==> src/rtl/waypoint_writer.sv <==
// waypoint_writer: copies a latched set of waypoints into CPU memory while holding the CPU in reset.
// Latency: point 0 is presented the cycle after start; done pulses one cycle after the last accepted write.
// Backpressure: ext_ready low stalls the current write with strobe, address and data held unchanged.
// Optional: define WAYPOINT_CHECKSUM_EN to append a 32-bit wrapping sum word after the last point.
module waypoint_writer #(
  parameter int          NUM_POINTS  = 4,
  parameter int          POINT_W     = 8,
  parameter logic [31:0] BASE_ADDR   = 32'h0200_0000,
  parameter logic [31:0] ADDR_STRIDE = 32'd4
) (
  input  logic                          adc_sck,
  input  logic                          reset,
  input  logic                          start,
  input  logic [4:0]                    num_pts,
  input  logic [NUM_POINTS*POINT_W-1:0] points,
  input  logic                          ext_ready,
  output logic                          Ext_MemWrite,
  output logic [31:0]                   Ext_DataAdr,
  output logic [31:0]                   Ext_WriteData,
  output logic                          cpu_hold,
  output logic                          busy,
  output logic                          done
);

  localparam logic [4:0] MAX_CNT = 5'(NUM_POINTS);

`ifdef WAYPOINT_CHECKSUM_EN
  typedef enum logic [1:0] {IDLE, WRITE, CSUM, DONE} state_t;
`else
  typedef enum logic [1:0] {IDLE, WRITE, DONE} state_t;
`endif

  state_t                          state_q, state_n;
  logic [4:0]                      idx_q, idx_n;
  logic [4:0]                      cnt_q, cnt_n;
  logic [NUM_POINTS*POINT_W-1:0]   pts_q, pts_n;
  logic                            mw_q, mw_n;
  logic [31:0]                     adr_q, adr_n;
  logic [31:0]                     wdat_q, wdat_n;
  logic                            hold_q, hold_n;
  logic                            busy_q, busy_n;
  logic                            done_q, done_n;
  logic [4:0]                      start_cnt;
  logic                            accept;
`ifdef WAYPOINT_CHECKSUM_EN
  logic [31:0]                     sum_q, sum_n;
`endif

  // Selects point i from a packed vector and zero-extends it to a memory word;
  // out-of-range indices read as zero.
  function automatic logic [31:0] point_word(input logic [NUM_POINTS*POINT_W-1:0] vec,
                                             input logic [4:0] i);
    logic [31:0] r;
    r = '0;
    for (int k = 0; k < NUM_POINTS; k++) begin
      if (i == 5'(k)) r = 32'(vec[k*POINT_W +: POINT_W]);
    end
    return r;
  endfunction

  // Next-state and next-output logic; every output is registered from these values.
  always_comb begin
    state_n   = state_q;
    idx_n     = idx_q;
    cnt_n     = cnt_q;
    pts_n     = pts_q;
    mw_n      = mw_q;
    adr_n     = adr_q;
    wdat_n    = wdat_q;
    hold_n    = hold_q;
    done_n    = 1'b0;
`ifdef WAYPOINT_CHECKSUM_EN
    sum_n     = sum_q;
`endif
    start_cnt = (num_pts > MAX_CNT) ? MAX_CNT : num_pts;
    accept    = mw_q & ext_ready;

    case (state_q)
      IDLE: begin
        mw_n   = 1'b0;
        adr_n  = '0;
        wdat_n = '0;
        if (start) begin
          pts_n  = points;
          cnt_n  = start_cnt;
          idx_n  = '0;
          hold_n = 1'b1;
`ifdef WAYPOINT_CHECKSUM_EN
          sum_n  = '0;
`endif
          if (start_cnt != 5'd0) begin
            state_n = WRITE;
            mw_n    = 1'b1;
            adr_n   = BASE_ADDR;
            wdat_n  = point_word(points, 5'd0);
          end else begin
            // Empty sequence: no memory traffic, release the CPU straight away.
            state_n = DONE;
            done_n  = 1'b1;
            hold_n  = 1'b0;
          end
        end
      end

      WRITE: begin
        if (accept) begin
          idx_n = idx_q + 5'd1;
          // Incremental address equals BASE_ADDR + index*ADDR_STRIDE, wrapping at 32 bits.
          adr_n = adr_q + ADDR_STRIDE;
`ifdef WAYPOINT_CHECKSUM_EN
          sum_n = sum_q + point_word(pts_q, idx_q);
`endif
          if (idx_q == cnt_q - 5'd1) begin
`ifdef WAYPOINT_CHECKSUM_EN
            // Checksum word lands right after the last point.
            state_n = CSUM;
            wdat_n  = sum_n;
`else
            state_n = DONE;
            mw_n    = 1'b0;
            adr_n   = '0;
            wdat_n  = '0;
            done_n  = 1'b1;
            hold_n  = 1'b0;
`endif
          end else begin
            wdat_n = point_word(pts_q, idx_q + 5'd1);
          end
        end
      end

`ifdef WAYPOINT_CHECKSUM_EN
      CSUM: begin
        if (accept) begin
          state_n = DONE;
          mw_n    = 1'b0;
          adr_n   = '0;
          wdat_n  = '0;
          done_n  = 1'b1;
          hold_n  = 1'b0;
        end
      end
`endif

      DONE: begin
        state_n = IDLE;
        mw_n    = 1'b0;
        adr_n   = '0;
        wdat_n  = '0;
      end

      default: begin
        state_n = IDLE;
        mw_n    = 1'b0;
        adr_n   = '0;
        wdat_n  = '0;
      end
    endcase

    busy_n = (state_n != IDLE);
  end

  // State and output registers; reset aborts any sequence and holds the CPU.
  always_ff @(posedge adc_sck) begin
    if (reset) begin
      state_q <= IDLE;
      idx_q   <= '0;
      cnt_q   <= '0;
      pts_q   <= '0;
      mw_q    <= 1'b0;
      adr_q   <= '0;
      wdat_q  <= '0;
      hold_q  <= 1'b1;
      busy_q  <= 1'b0;
      done_q  <= 1'b0;
`ifdef WAYPOINT_CHECKSUM_EN
      sum_q   <= '0;
`endif
    end else begin
      state_q <= state_n;
      idx_q   <= idx_n;
      cnt_q   <= cnt_n;
      pts_q   <= pts_n;
      mw_q    <= mw_n;
      adr_q   <= adr_n;
      wdat_q  <= wdat_n;
      hold_q  <= hold_n;
      busy_q  <= busy_n;
      done_q  <= done_n;
`ifdef WAYPOINT_CHECKSUM_EN
      sum_q   <= sum_n;
`endif
    end
  end

  assign Ext_MemWrite  = mw_q;
  assign Ext_DataAdr   = adr_q;
  assign Ext_WriteData = wdat_q;
  assign cpu_hold      = hold_q;
  assign busy          = busy_q;
  assign done          = done_q;

endmodule

==> config.mk <==
export PLATFORM = sky130hd
export DESIGN_NAME = waypoint_writer
export DESIGN_NICKNAME = d
export VERILOG_FILES = /design/src/rtl/waypoint_writer.sv
export SDC_FILE = /design/constraint.sdc
export NUM_CORES = 1
export LEC_CHECK = 0
export CAP_MARGIN = 20
export CORE_MARGIN = 10
export CORE_UTILIZATION = 42
export CTS_CLUSTER_SIZE = 10
export DETAILED_ROUTE_END_ITERATION = 6
export GPL_TIMING_DRIVEN = 1
export PLACE_DENSITY = 0.7
export SKIP_LAST_GASP = 1
export SYNTH_ARGS = -nofsm -noshare
export SYNTH_HDL_FRONTEND = slang
export SYNTH_SLANG_ARGS = --single-unit
==> constraint.sdc <==
create_clock -name adc_sck -period 2.7 [get_ports adc_sck]
set_input_delay 0.54 -clock adc_sck [delete_from_list [all_inputs] [get_ports adc_sck]]
set_output_delay 0.54 -clock adc_sck [all_outputs]
set_load 0.1 [all_outputs]
==> metrics.csv, run 1 <==
metric,value,unit
share of total power in combinational logic,19.9,%
average wire per cell in the routed design,15.3,um
initial core utilization,43.3,%
fin. max-slew vios,0,
worst reg2reg setup slack,0.20,ns
type of origin of the critical path,register,
Worst VDD drop,308,uV
top layer used by detailed routing,met4,
layout net count,645,
maxcap violations,0,
cell internal pwr,2.04,mW
Worst Hold End,pts_q[14],
total grt overflow,0,
GPL Wtd Cong,0.775,
clock tree sinks,86,
Net Sw Frac,32.2,%
io pins,109,
maximum level of the CTS H-tree,3,
vertical die dimension,121,um
Clock Tree Buf Depth,2,
Worst-Skew Late Latency,0.35,ns
number of distinct library cell variants in the gate-level netlist after synthesis,43,
result of the run,"finished, final reports clean",
portion of the post-synthesis area used by sequential elements,40.5,%
drt initial violations,213,
launch point of the worst reg-to-reg path,idx_q[0],
Post-synth EDFFs,0,
maximum number of pins on one net before global-route repair,55,
warning count from the yosys run,0,
maximum fanout count along the critical path,10,
power per unit of standard cell area,584,mW/mm^2
Via Count,3754,
Root Buffer,sky130_fd_sc_hd__clkbuf_8,
Worst-Margin Slew,0.666,ns
area of all placed cells without fillers,0.00515,sq mm
worst hold start,pts_q[14],
Setup crit end kind,register,
post-route ant nets,0,
worst relative slew slack,55.5,%
number of buffers added for setup after CTS,0,
count of inserted antenna diode cells,0,
WL met3,682,um
number of port buffers,82,
WL met1,5110,um
Post-Syn Area per Cell,7.99,sq um
WP data required,2.97,ns
number of hold buffers added after cts,0,
R2R Path End,Ext_WriteData[0],
hold violation count in the final report,0,
Fill cells,950,
Die ar.,0.0145,sq mm
total of flip-flops plus latches after synthesis,86,
final setup slack of the worst path,0.201,ns
arrival time at the worst endpoint,2.77,ns
path type of the worst setup path,register to register,
fraction of power consumed by the clock network,34.8,%
P&R area growth vs syn,21.3,%
CTS buffer count,9,
standard-cell row count,36,
pre-CTS setup slack,0.154,ns
Setup Skew,0.00725,ns
final worst path period need,2.50,ns
Worst R2R Path Depth,5,
ys async rst share,0,%
1st-pass router iterations,4,
PostCTS Resize Cnt,0,
Final setup viols,0,
met2 layer wire length in the routed design,5320,um
drt via density,5.11,
Fin Setup TNS,0,ns
Cells after Synth,532,
via count of the first global-routing pass,3680,
Post-DP Area,0.00492,sq mm
RSZ-0062 raised after global routing,no,
cell area after technology mapping,0.00425,sq mm
sequential share of power,45.3,%
clock-pin slew reported for the worst setup and hold paths after clock tree synthesis,0.09,ns
predominant post-synthesis flop cell,sky130_fd_sc_hd__dfxtp_1,
wire length of the first global-routing pass,18500,um
HPWL Detailed,8070,um
die width,121,um
maximum clock frequency,400,MHz
total DRC errors in the routed layout,0,
antenna violations before repair,0,
CTS tree,done,
Total Wirelength,11300,um
Overall Global Routing Usage,15.2,%
core outline area,0.00982,sq mm
Cells on Worst Hold Path,2,
"Period Utilization, post-route",92.6,%
standby leakage power,1.89,nW
proportion of layout cells with a drive suffix above 1,13.1,%
reported net switching power,971,uW
Min-Delay Path Class,register to register,
worst max-delay path, cell delays in order, from the launching register on:
cell and delay (ns):
sky130_fd_sc_hd__dfxtp_1 0.43, sky130_fd_sc_hd__ha_1 0.32, sky130_fd_sc_hd__nor4_1 0.31, sky130_fd_sc_hd__a31oi_2 0.19, sky130_fd_sc_hd__or4b_1 0.84, sky130_fd_sc_hd__o31ai_2 0.33
cell usage after synthesis (4+ instances only):
library cell | number | area share, %
sky130_fd_sc_hd__buf_6 | 5 | 1.3
sky130_fd_sc_hd__nand3b_1 | 9 | 1.6
sky130_fd_sc_hd__dfxtp_1 | 86 | 41
sky130_fd_sc_hd__nand2_1 | 101 | 8.9
sky130_fd_sc_hd__nor3b_1 | 11 | 1.9
sky130_fd_sc_hd__o31ai_2 | 8 | 2.4
sky130_fd_sc_hd__o21ai_1 | 4 | 0.47
sky130_fd_sc_hd__buf_4 | 26 | 4.6
sky130_fd_sc_hd__inv_1 | 9 | 0.79
sky130_fd_sc_hd__nor3_1 | 14 | 1.6
sky130_fd_sc_hd__a22oi_1 | 12 | 2.1
sky130_fd_sc_hd__nand3_1 | 14 | 1.6
sky130_fd_sc_hd__xnor2_1 | 25 | 5.2
sky130_fd_sc_hd__and3_1 | 5 | 0.74
sky130_fd_sc_hd__and4_1 | 5 | 1.0
sky130_fd_sc_hd__nor2_1 | 51 | 4.5
sky130_fd_sc_hd__xor2_1 | 4 | 0.82
sky130_fd_sc_hd__nand4_1 | 8 | 1.2
sky130_fd_sc_hd__nor4_1 | 12 | 1.8
sky130_fd_sc_hd__a211oi_1 | 10 | 1.8
sky130_fd_sc_hd__ha_1 | 7 | 2.1
sky130_fd_sc_hd__buf_1 | 4 | 0.35
sky130_fd_sc_hd__clkbuf_1 | 23 | 2.0
sky130_fd_sc_hd__a21oi_1 | 50 | 5.9
through the flow:
| stage | power, mW | instances | util, % | hold slack [ns] |
|---|---|---|---|---|
| 6_report | 3.01 | 735 | 52.5 | 0.458 |
| 5_1_grt | 3.12 | 735 | 52.5 | 0.477 |
| 4_1_cts | 3.02 | 735 | 52.5 | 0.461 |
| 3_5_place_dp | 1.99 | 719 | 50.1 | 0.448 |
| 3_3_place_gp | 1.98 | 719 | 50.1 | 0.444 |
| 2_1_floorplan | 1.87 | 557 | - | 0.436 |
how the worst max path moves through the flow:
| stage | to | cells past startpoint | start | slack (ns) |
|---|---|---|---|---|
| after detailed placement | Ext_WriteData[0] | 5 | ext_ready | 0.15 |
| after CTS | Ext_WriteData[0] | 5 | idx_q[0] | 0.22 |
| after global placement | Ext_WriteData[2] | 5 | ext_ready | 0.22 |
| after floorplan | Ext_DataAdr[22] | 7 | Ext_DataAdr[6] | 0.16 |
| final | Ext_WriteData[0] | 5 | idx_q[0] | 0.20 |
| after global routing | Ext_WriteData[6] | 5 | idx_q[0] | 0.05 |
logic make-up (layout without fill, tap and decap cells):
group	Yosys count	in the layout	synth area share, %
AO/OA/AOI/OAI	99	99	15.3
XOR/XNOR	29	29	5.98
adder cells (fa/ha/maj)	7	7	2.06
buffers and inverters	72	117	9.69
flip-flops	86	86	40.5
multiplexers	1	1	0.236
other	1	26	0.0883
AND/OR/NAND/NOR	237	237	26.1
metal layers:
metal / vias to the layer above / GRT usage [%]
li1: 1886 / -
met1: 1757 / 19.5
met2: 99 / 24.2
met3: 12 / 3.63
met4: 0 / 5.28
met5: - / 0
registers in the layout, indices dropped and copies added, names as in the netlist:
| register | count |
|---|---|
| Ext_DataAdr | 30 |
| Ext_MemWrite | 1 |
| Ext_WriteData | 8 |
| busy | 1 |
| cnt_q | 5 |
| cpu_hold | 1 |
| done | 1 |
| idx_q | 5 |
| pts_q | 32 |
| state_q | 2 |
power groups by stage:
stage                     logic [mW]  clock network, mW  registers (mW)
after detailed placement       0.602                  0            1.39
after floorplan                0.371                  0            1.50
after global routing           0.640               1.11            1.37
final                          0.600               1.05            1.36
after global placement         0.593                  0            1.39
after CTS                      0.602               1.06            1.36
placed cells by master, fill, tap and decap left out, drive strengths merged, types with 7 or more instances in the layout:
cell	n
clkdlybuf4s50	39
conb	26
nor4	12
o31ai	9
a21oi	50
xnor2	25
nand3	14
nand3b	9
nand2	101
nor3	14
clkbuf	11
nand4	8
dfxtp	86
nor3b	11
inv	9
nor2	51
ha	7
buf	53
a211oi	10
a22oi	12
area by class of cell:
| cell class | instances | area, sq um | area share, % |
|---|---|---|---|
| Sequential cell | 86 | 1720 | 33.4 |
| Multi-Input combinational cell | 399 | 2210 | 43.0 |
| Inverter | 9 | 33.8 | 0.655 |
| Tap cell | 133 | 166 | 3.23 |
| Clock buffer | 11 | 151 | 2.94 |
| Clock inverter | 5 | 81.3 | 1.58 |
| Timing Repair Buffer | 92 | 786 | 15.2 |
No activity file was read; power rests on OpenSTA's default activity.
==> inputs of run 2 (changes only) <==
--- a/config.mk
+++ b/config.mk
@@ -11,7 +11,7 @@
 export CTS_CLUSTER_SIZE = 10
 export DETAILED_ROUTE_END_ITERATION = 6
 export GPL_TIMING_DRIVEN = 1
-export PLACE_DENSITY = 0.7
+export PLACE_DENSITY = 0.75
 export SKIP_LAST_GASP = 1
 export SYNTH_ARGS = -nofsm -noshare
 export SYNTH_HDL_FRONTEND = slang
==> run 2 against run 1 <==
  * Critical endpoint is now Ext_WriteData[2]
  * Clock power rose by 4%
  * Final area barely moved
  * Via count rose by 0.72%
==> metrics.csv, run 2 (synthesis gave the netlist of run 1 again) <==
metric,value,unit,change
wire length of the first global-routing pass,18500,um,about the same
1st-pass router iterations,4,,unchanged
total DRC errors in the routed layout,0,,unchanged
Fin Setup TNS,0,ns,unchanged
standby leakage power,1.89,nW,about the same
vertical die dimension,121,um,unchanged
Min-Delay Path Class,register to register,,unchanged
clock tree sinks,86,,unchanged
stage delay of the slowest cell on the critical path,0.72,ns,was 0.84 ns
"leading cell type in the layout, fill and taps excluded",sky130_fd_sc_hd__nand2_1,,unchanged
initial core utilization,43.3,%,unchanged
final worst path period need,2.40,ns,was 2.50 ns
highest-count cells in the layout ignoring fill and taps,"101 x sky130_fd_sc_hd__nand2_1, 86 x sky130_fd_sc_hd__dfxtp_1, 51 x sky130_fd_sc_hd__nor2_1, 51 x sky130_fd_sc_hd__buf_4, 50 x sky130_fd_sc_hd__a21oi_1",,"was 101 x sky130_fd_sc_hd__nand2_1, 86 x sky130_fd_sc_hd__dfxtp_1, 52 x sky130_fd_sc_hd__buf_4"
share of total power in combinational logic,19.7,%,was 19.9%
Total Wirelength,11400,um,"was 11,300 um"
drt initial violations,285,,was 213
HPWL Detailed,8220,um,was 8070 um
post-route ant nets,0,,unchanged
result of the run,"finished, final reports clean",,unchanged
R2R Path End,Ext_WriteData[2],,was Ext_WriteData[0]
Root Buffer,sky130_fd_sc_hd__clkbuf_8,,unchanged
drt via density,5.15,,was 5.11
P&R area growth vs syn,21.3,%,about the same
fin. max-slew vios,0,,unchanged
capture point of the critical path,Ext_WriteData[2],,was Ext_WriteData[0]
arrival time at the worst endpoint,2.67,ns,was 2.77 ns
proportion of layout cells with a drive suffix above 1,12.8,%,was 13.1%
library cell contributing the largest single delay on the critical path,sky130_fd_sc_hd__or4b_1,,unchanged
Overall Global Routing Usage,15.3,%,was 15.2%
Via Count,3781,,"was 3,754"
type of origin of the critical path,register,,unchanged
die width,121,um,unchanged
Crit. path cell count,7,,was 5
WP data required,2.97,ns,about the same
Final setup viols,0,,unchanged
average wire per cell in the routed design,15.6,um,was 15.3 um
antenna violations before repair,0,,unchanged
GPL Wtd Cong,0.849,,was 0.775
Worst-Skew Late Latency,0.35,ns,about the same
"Period Utilization, post-route",89.0,%,was 92.6%
standard-cell row count,36,,unchanged
sequential share of power,44.7,%,was 45.3%
launching element of the worst setup path,cnt_q[0],,was idx_q[0]
area of all placed cells without fillers,0.00515,sq mm,about the same
Setup Skew,0.00803,ns,was 0.00725 ns
launch point of the worst reg-to-reg path,cnt_q[0],,was idx_q[0]
pre-CTS setup slack,0.144,ns,was 0.154 ns
final setup slack of the worst path,0.297,ns,was 0.201 ns
power per unit of standard cell area,592,mW/mm^2,was 584 mW/mm^2
count of buffer and inverter cells on the critical path,1,,was 0
maxcap violations,0,,unchanged
worst reg2reg setup slack,0.30,ns,was 0.20 ns
cell internal pwr,2.08,mW,was 2.04 mW
core occupancy in the finished layout,52.5,%,about the same
number of buffers added for setup after CTS,0,,unchanged
core outline area,0.00982,sq mm,unchanged
Post-DP Area,0.00491,sq mm,was 0.00492 sq mm
maximum fanout count along the critical path,8,,was 10
PostCTS Resize Cnt,0,,unchanged
hold violation count in the final report,0,,unchanged
path type of the worst setup path,register to register,,unchanged
CTS tree,done,,unchanged
family of cells with the greatest summed delay on the critical path,simple AND/OR/NAND/NOR gates,,unchanged
CTS buffer count,9,,unchanged
number of hold buffers added after cts,0,,unchanged
total grt overflow,0,,unchanged
PnR Total Power,3.05,mW,was 3.01 mW
io pins,109,,unchanged
maximum level of the CTS H-tree,3,,unchanged
Worst R2R Path Depth,7,,was 5
maximum clock frequency,416,MHz,was 400 MHz
Biggest register,pts_q,,unchanged
clock-pin slew reported for the worst setup and hold paths after clock tree synthesis,0.09,ns,about the same
reported net switching power,968,uW,was 971 uW
Die ar.,0.0145,sq mm,unchanged
worst relative slew slack,50.7,%,was 55.5%
RSZ-0062 raised after global routing,no,,unchanged
maximum number of pins on one net before global-route repair,55,,unchanged
fraction of power consumed by the clock network,35.6,%,was 34.8%
Worst VDD drop,294,uV,was 308 uV
number of port buffers,82,,unchanged
Net Sw Frac,31.7,%,was 32.2%
Clock Tree Buf Depth,2,,unchanged
count of inserted antenna diode cells,0,,unchanged
worst-path cell chain,"inv_1, ha_1, xnor2_1, a22oi_1, o2111ai_1, or4b_1, o31ai_2",,"was ha_1, nor4_1, a31oi_2, or4b_1, o31ai_2"
Worst-Margin Slew,0.734,ns,was 0.666 ns
number of flip-flops under the largest register name,32,,unchanged
via count of the first global-routing pass,3768,,"was 3,680"
Setup crit end kind,register,,unchanged
layout net count,644,,was 645
[run 2: cell types whose count changed in the layout (fill, tap and decap cells not counted), sizes merged]
cell      delta
clkinvlp     +1
clkbuf       -1
bufinv       +1
clkinv       -1
buf          -1
[run 2: final cells by class]
| type | count | area (sq um) |
|---|---|---|
| clock buffer | 10 | 128 |
| clock inverter | 6 | 110 |
| fill | 946 | 4670 |
| inverter | 9 | 33.8 |
| multi-input combinational | 399 | 2210 |
| sequential | 86 | 1720 |
| tap | 133 | 166 |
| timing repair buffer | 91 | 778 |
[run 2: how the worst min path moves through the flow]
stage | start | end | slack, ns | cells after the start
floorplan | pts_q[0] | pts_q[0] | 0.44 | 2
global placement | pts_q[0] | pts_q[0] | 0.44 | 2
detailed placement | pts_q[1] | pts_q[1] | 0.45 | 2
CTS | pts_q[1] | pts_q[1] | 0.46 | 2
global route | pts_q[6] | pts_q[6] | 0.49 | 2
finish | pts_q[1] | pts_q[1] | 0.46 | 2
[run 2: power groups by stage]
stage | combinational [mW] | sequential (mW) | clock, mW
floorplan | 0.371 | 1.50 | 0
global placement | 0.591 | 1.39 | 0
detailed placement | 0.599 | 1.39 | 0
CTS | 0.600 | 1.36 | 1.10
global route | 0.639 | 1.37 | 1.15
finish | 0.600 | 1.36 | 1.09
[run 2: layer usage]
layer | track usage [%] | part of all wire (%) | vias up
met4 | 6.56 | 2.3 | 0
met5 | 0 | 0 | -
li1 | - | - | 1892
met2 | 25.2 | 49 | 117
met3 | 3.40 | 5.3 | 18
met1 | 18.7 | 44 | 1754
[run 2: per-stage QoR]
stage,hold WS [ns],std cells
final,0.461,734
after global routing,0.488,734
after CTS,0.460,734
after detailed placement,0.448,718
after floorplan,0.436,557
after global placement,0.444,718
[run 2: worst reg2reg max path, delay by kind of cell, from the launching register on]
| kind | cells | cell delay (ns) |
|---|---|---|
| AND/OR/NAND/NOR | 1 | 0.72 |
| flip-flops | 1 | 0.41 |
| XOR/XNOR | 1 | 0.17 |
| AO/OA/AOI/OAI | 3 | 0.72 |
| adder cells (fa/ha/maj) | 1 | 0.25 |
| buffers and inverters | 1 | 0.06 |
==> inputs of run 3 (changes only) <==
--- a/config.mk
+++ b/config.mk
@@ -6,12 +6,14 @@
 export NUM_CORES = 1
 export LEC_CHECK = 0
 export CAP_MARGIN = 20
+export CELL_PAD_IN_SITES_DETAIL_PLACEMENT = 1
+export CELL_PAD_IN_SITES_GLOBAL_PLACEMENT = 2
 export CORE_MARGIN = 10
-export CORE_UTILIZATION = 42
+export CORE_UTILIZATION = 28
 export CTS_CLUSTER_SIZE = 10
 export DETAILED_ROUTE_END_ITERATION = 6
 export GPL_TIMING_DRIVEN = 1
-export PLACE_DENSITY = 0.75
+export PLACE_DENSITY = 0.85
 export SKIP_LAST_GASP = 1
 export SYNTH_ARGS = -nofsm -noshare
 export SYNTH_HDL_FRONTEND = slang
==> run 3 against run 2 <==
  * Fmax shrank 1.0%
  * Global-route usage shrank 2.5 points
  * Register-to-register slack lost 0.03 ns
  * Total power grew 6.9%
  * Highest routed layer unchanged
  * Die area grew 41%
  * Routed wire length grew 16%
  * Cell count grew 7.4%
  * Sequential cell count is the same
==> metrics.csv, run 3 (synthesis gave the netlist of run 1 again) <==
metric,value,unit,change
result of the run,"finished, final reports clean",,unchanged
wire length of the first global-routing pass,21200,um,"was 18,500 um"
CTS buffer count,9,,unchanged
count of buffer and inverter cells on the critical path,0,,was 1
1st-pass router iterations,4,,unchanged
CTS tree,done,,unchanged
Fin Setup TNS,0,ns,unchanged
family of cells with the greatest summed delay on the critical path,simple AND/OR/NAND/NOR gates,,unchanged
Total Wirelength,13200,um,"was 11,400 um"
number of port buffers,82,,unchanged
initial core utilization,28.9,%,was 43.3%
fin. max-slew vios,0,,unchanged
Crit. path cell count,5,,was 7
Setup crit end kind,register,,unchanged
Post-DP Area,0.00500,sq mm,was 0.00491 sq mm
WP data required,2.96,ns,was 2.97 ns
maxcap violations,0,,unchanged
worst relative slew slack,53.9,%,was 50.7%
clock tree sinks,86,,unchanged
final worst path period need,2.43,ns,was 2.40 ns
type of origin of the critical path,register,,unchanged
number of flip-flops under the largest register name,32,,unchanged
power per unit of standard cell area,614,mW/mm^2,was 592 mW/mm^2
clock-pin slew reported for the worst setup and hold paths after clock tree synthesis,0.07,ns,was 0.09 ns
path type of the worst setup path,register to register,,unchanged
Worst VDD drop,362,uV,was 294 uV
area of all placed cells without fillers,0.00531,sq mm,was 0.00515 sq mm
Die ar.,0.0205,sq mm,was 0.0145 sq mm
core occupancy in the finished layout,36.1,%,was 52.5%
standby leakage power,1.93,nW,was 1.89 nW
stage delay of the slowest cell on the critical path,0.84,ns,was 0.72 ns
total DRC errors in the routed layout,0,,unchanged
library cell contributing the largest single delay on the critical path,sky130_fd_sc_hd__or4b_1,,unchanged
"Period Utilization, post-route",90.0,%,was 89.0%
PostCTS Resize Cnt,0,,unchanged
Worst-Margin Slew,0.690,ns,was 0.734 ns
layout net count,647,,was 644
Final setup viols,0,,unchanged
die width,143,um,was 121 um
Biggest register,pts_q,,unchanged
Via Count,3867,,"was 3,781"
Fill cells,1783,,was 946
HPWL Detailed,9500,um,was 8220 um
Cells on Worst Hold Path,2,,unchanged
RSZ-0062 raised after global routing,no,,unchanged
count of inserted antenna diode cells,0,,unchanged
highest-count cells in the layout ignoring fill and taps,"101 x sky130_fd_sc_hd__nand2_1, 86 x sky130_fd_sc_hd__dfxtp_1, 54 x sky130_fd_sc_hd__buf_4",,"was 101 x sky130_fd_sc_hd__nand2_1, 86 x sky130_fd_sc_hd__dfxtp_1, 51 x sky130_fd_sc_hd__nor2_1, 51 x sky130_fd_sc_hd__buf_4, 50 x sky130_fd_sc_hd__a21oi_1"
"leading cell type in the layout, fill and taps excluded",sky130_fd_sc_hd__nand2_1,,unchanged
Setup Skew,0.00775,ns,was 0.00803 ns
drt via density,4.91,,was 5.15
GPL Wtd Cong,0.757,,was 0.849
maximum level of the CTS H-tree,3,,unchanged
maximum clock frequency,412,MHz,was 416 MHz
hold violation count in the final report,0,,unchanged
core outline area,0.0147,sq mm,was 0.00982 sq mm
via count of the first global-routing pass,4032,,"was 3,768"
worst-path cell chain,"ha_1, nor4_1, a31oi_2, or4b_1, o31ai_2",,"was inv_1, ha_1, xnor2_1, a22oi_1, o2111ai_1, or4b_1, o31ai_2"
maximum number of pins on one net before global-route repair,55,,unchanged
Worst-Skew Late Latency,0.34,ns,was 0.35 ns
io pins,109,,unchanged
average wire per cell in the routed design,16.8,um,was 15.6 um
standard-cell row count,44,,was 36
antenna violations before repair,0,,unchanged
number of hold buffers added after cts,0,,unchanged
Worst R2R Path Depth,5,,was 7
Min-Delay Path Class,register to register,,unchanged
vertical die dimension,143,um,was 121 um
proportion of layout cells with a drive suffix above 1,13.4,%,was 12.8%
drt initial violations,169,,was 285
arrival time at the worst endpoint,2.69,ns,was 2.67 ns
area of the multi-input gates,0.00221,sq mm,unchanged
post-route ant nets,0,,unchanged
maximum fanout count along the critical path,10,,was 8
Overall Global Routing Usage,12.7,%,was 15.3%
Clock Tree Buf Depth,2,,unchanged
P&R area growth vs syn,24.9,%,was 21.3%
Final Instance Count excl. Fillers,788,,was 734
Cell Count Post-Placement,772,,was 718
number of buffers added for setup after CTS,0,,unchanged
Root Buffer,sky130_fd_sc_hd__clkbuf_16,,was sky130_fd_sc_hd__clkbuf_8
total grt overflow,0,,unchanged
storage element area,0.00172,sq mm,unchanged
PnR Total Power,3.26,mW,was 3.05 mW
## run 3: worst paths after layout
| check | start | end | slack (ns) |
|---|---|---|---|
| worst min register to register | pts_q[28] | pts_q[28] | 0.46 |
| worst max register to register | idx_q[0] | Ext_WriteData[3] | 0.27 |
| worst min-delay path | pts_q[28] | pts_q[28] | 0.46 |
| worst max-delay path | idx_q[0] | Ext_WriteData[3] | 0.27 |
## run 3: layout make-up
cell class	instances	share of cell area (%)
Clock buffer	9	4.24
Timing Repair Buffer	94	15.1
Sequential cell	86	32.4
Clock inverter	7	1.51
Tap cell	184	4.34
Inverter	9	0.637
Multi-Input combinational cell	399	41.7
## run 3: routing by layer
metal	part of all wire (%)	up-vias	wire [um]	track usage [%]
met5	0	-	0	0
met4	1.1	0	142	3.91
met3	4.3	6	573	3.02
met2	49	72	6470	21.5
met1	46	1887	6020	15.6
li1	-	1902	-	-
## run 3: through the flow
step / hold slack [ns] / worst slack (ns)
3_5_place_dp: 0.451 / 0.204
4_1_cts: 0.461 / 0.255
3_3_place_gp: 0.443 / 0.239
5_1_grt: 0.483 / 0.137
6_report: 0.463 / 0.271
2_1_floorplan: 0.436 / 0.163
## run 3: tightest hold or removal path: stages (launching register included)
cell,delay [ns]
sky130_fd_sc_hd__dfxtp_1,0.31
sky130_fd_sc_hd__nand2_1,0.05
sky130_fd_sc_hd__a21oi_1,0.05
## run 3: power breakdown
| group | internal [mW] | switching (mW) | leakage (nW) |
|---|---|---|---|
| Combinational | 0.149 | 0.463 | 1.09 |
| Clock | 0.727 | 0.554 | 0.143 |
| Sequential | 1.32 | 0.0437 | 0.700 |
| Total | 2.20 | 1.06 | 1.93 |
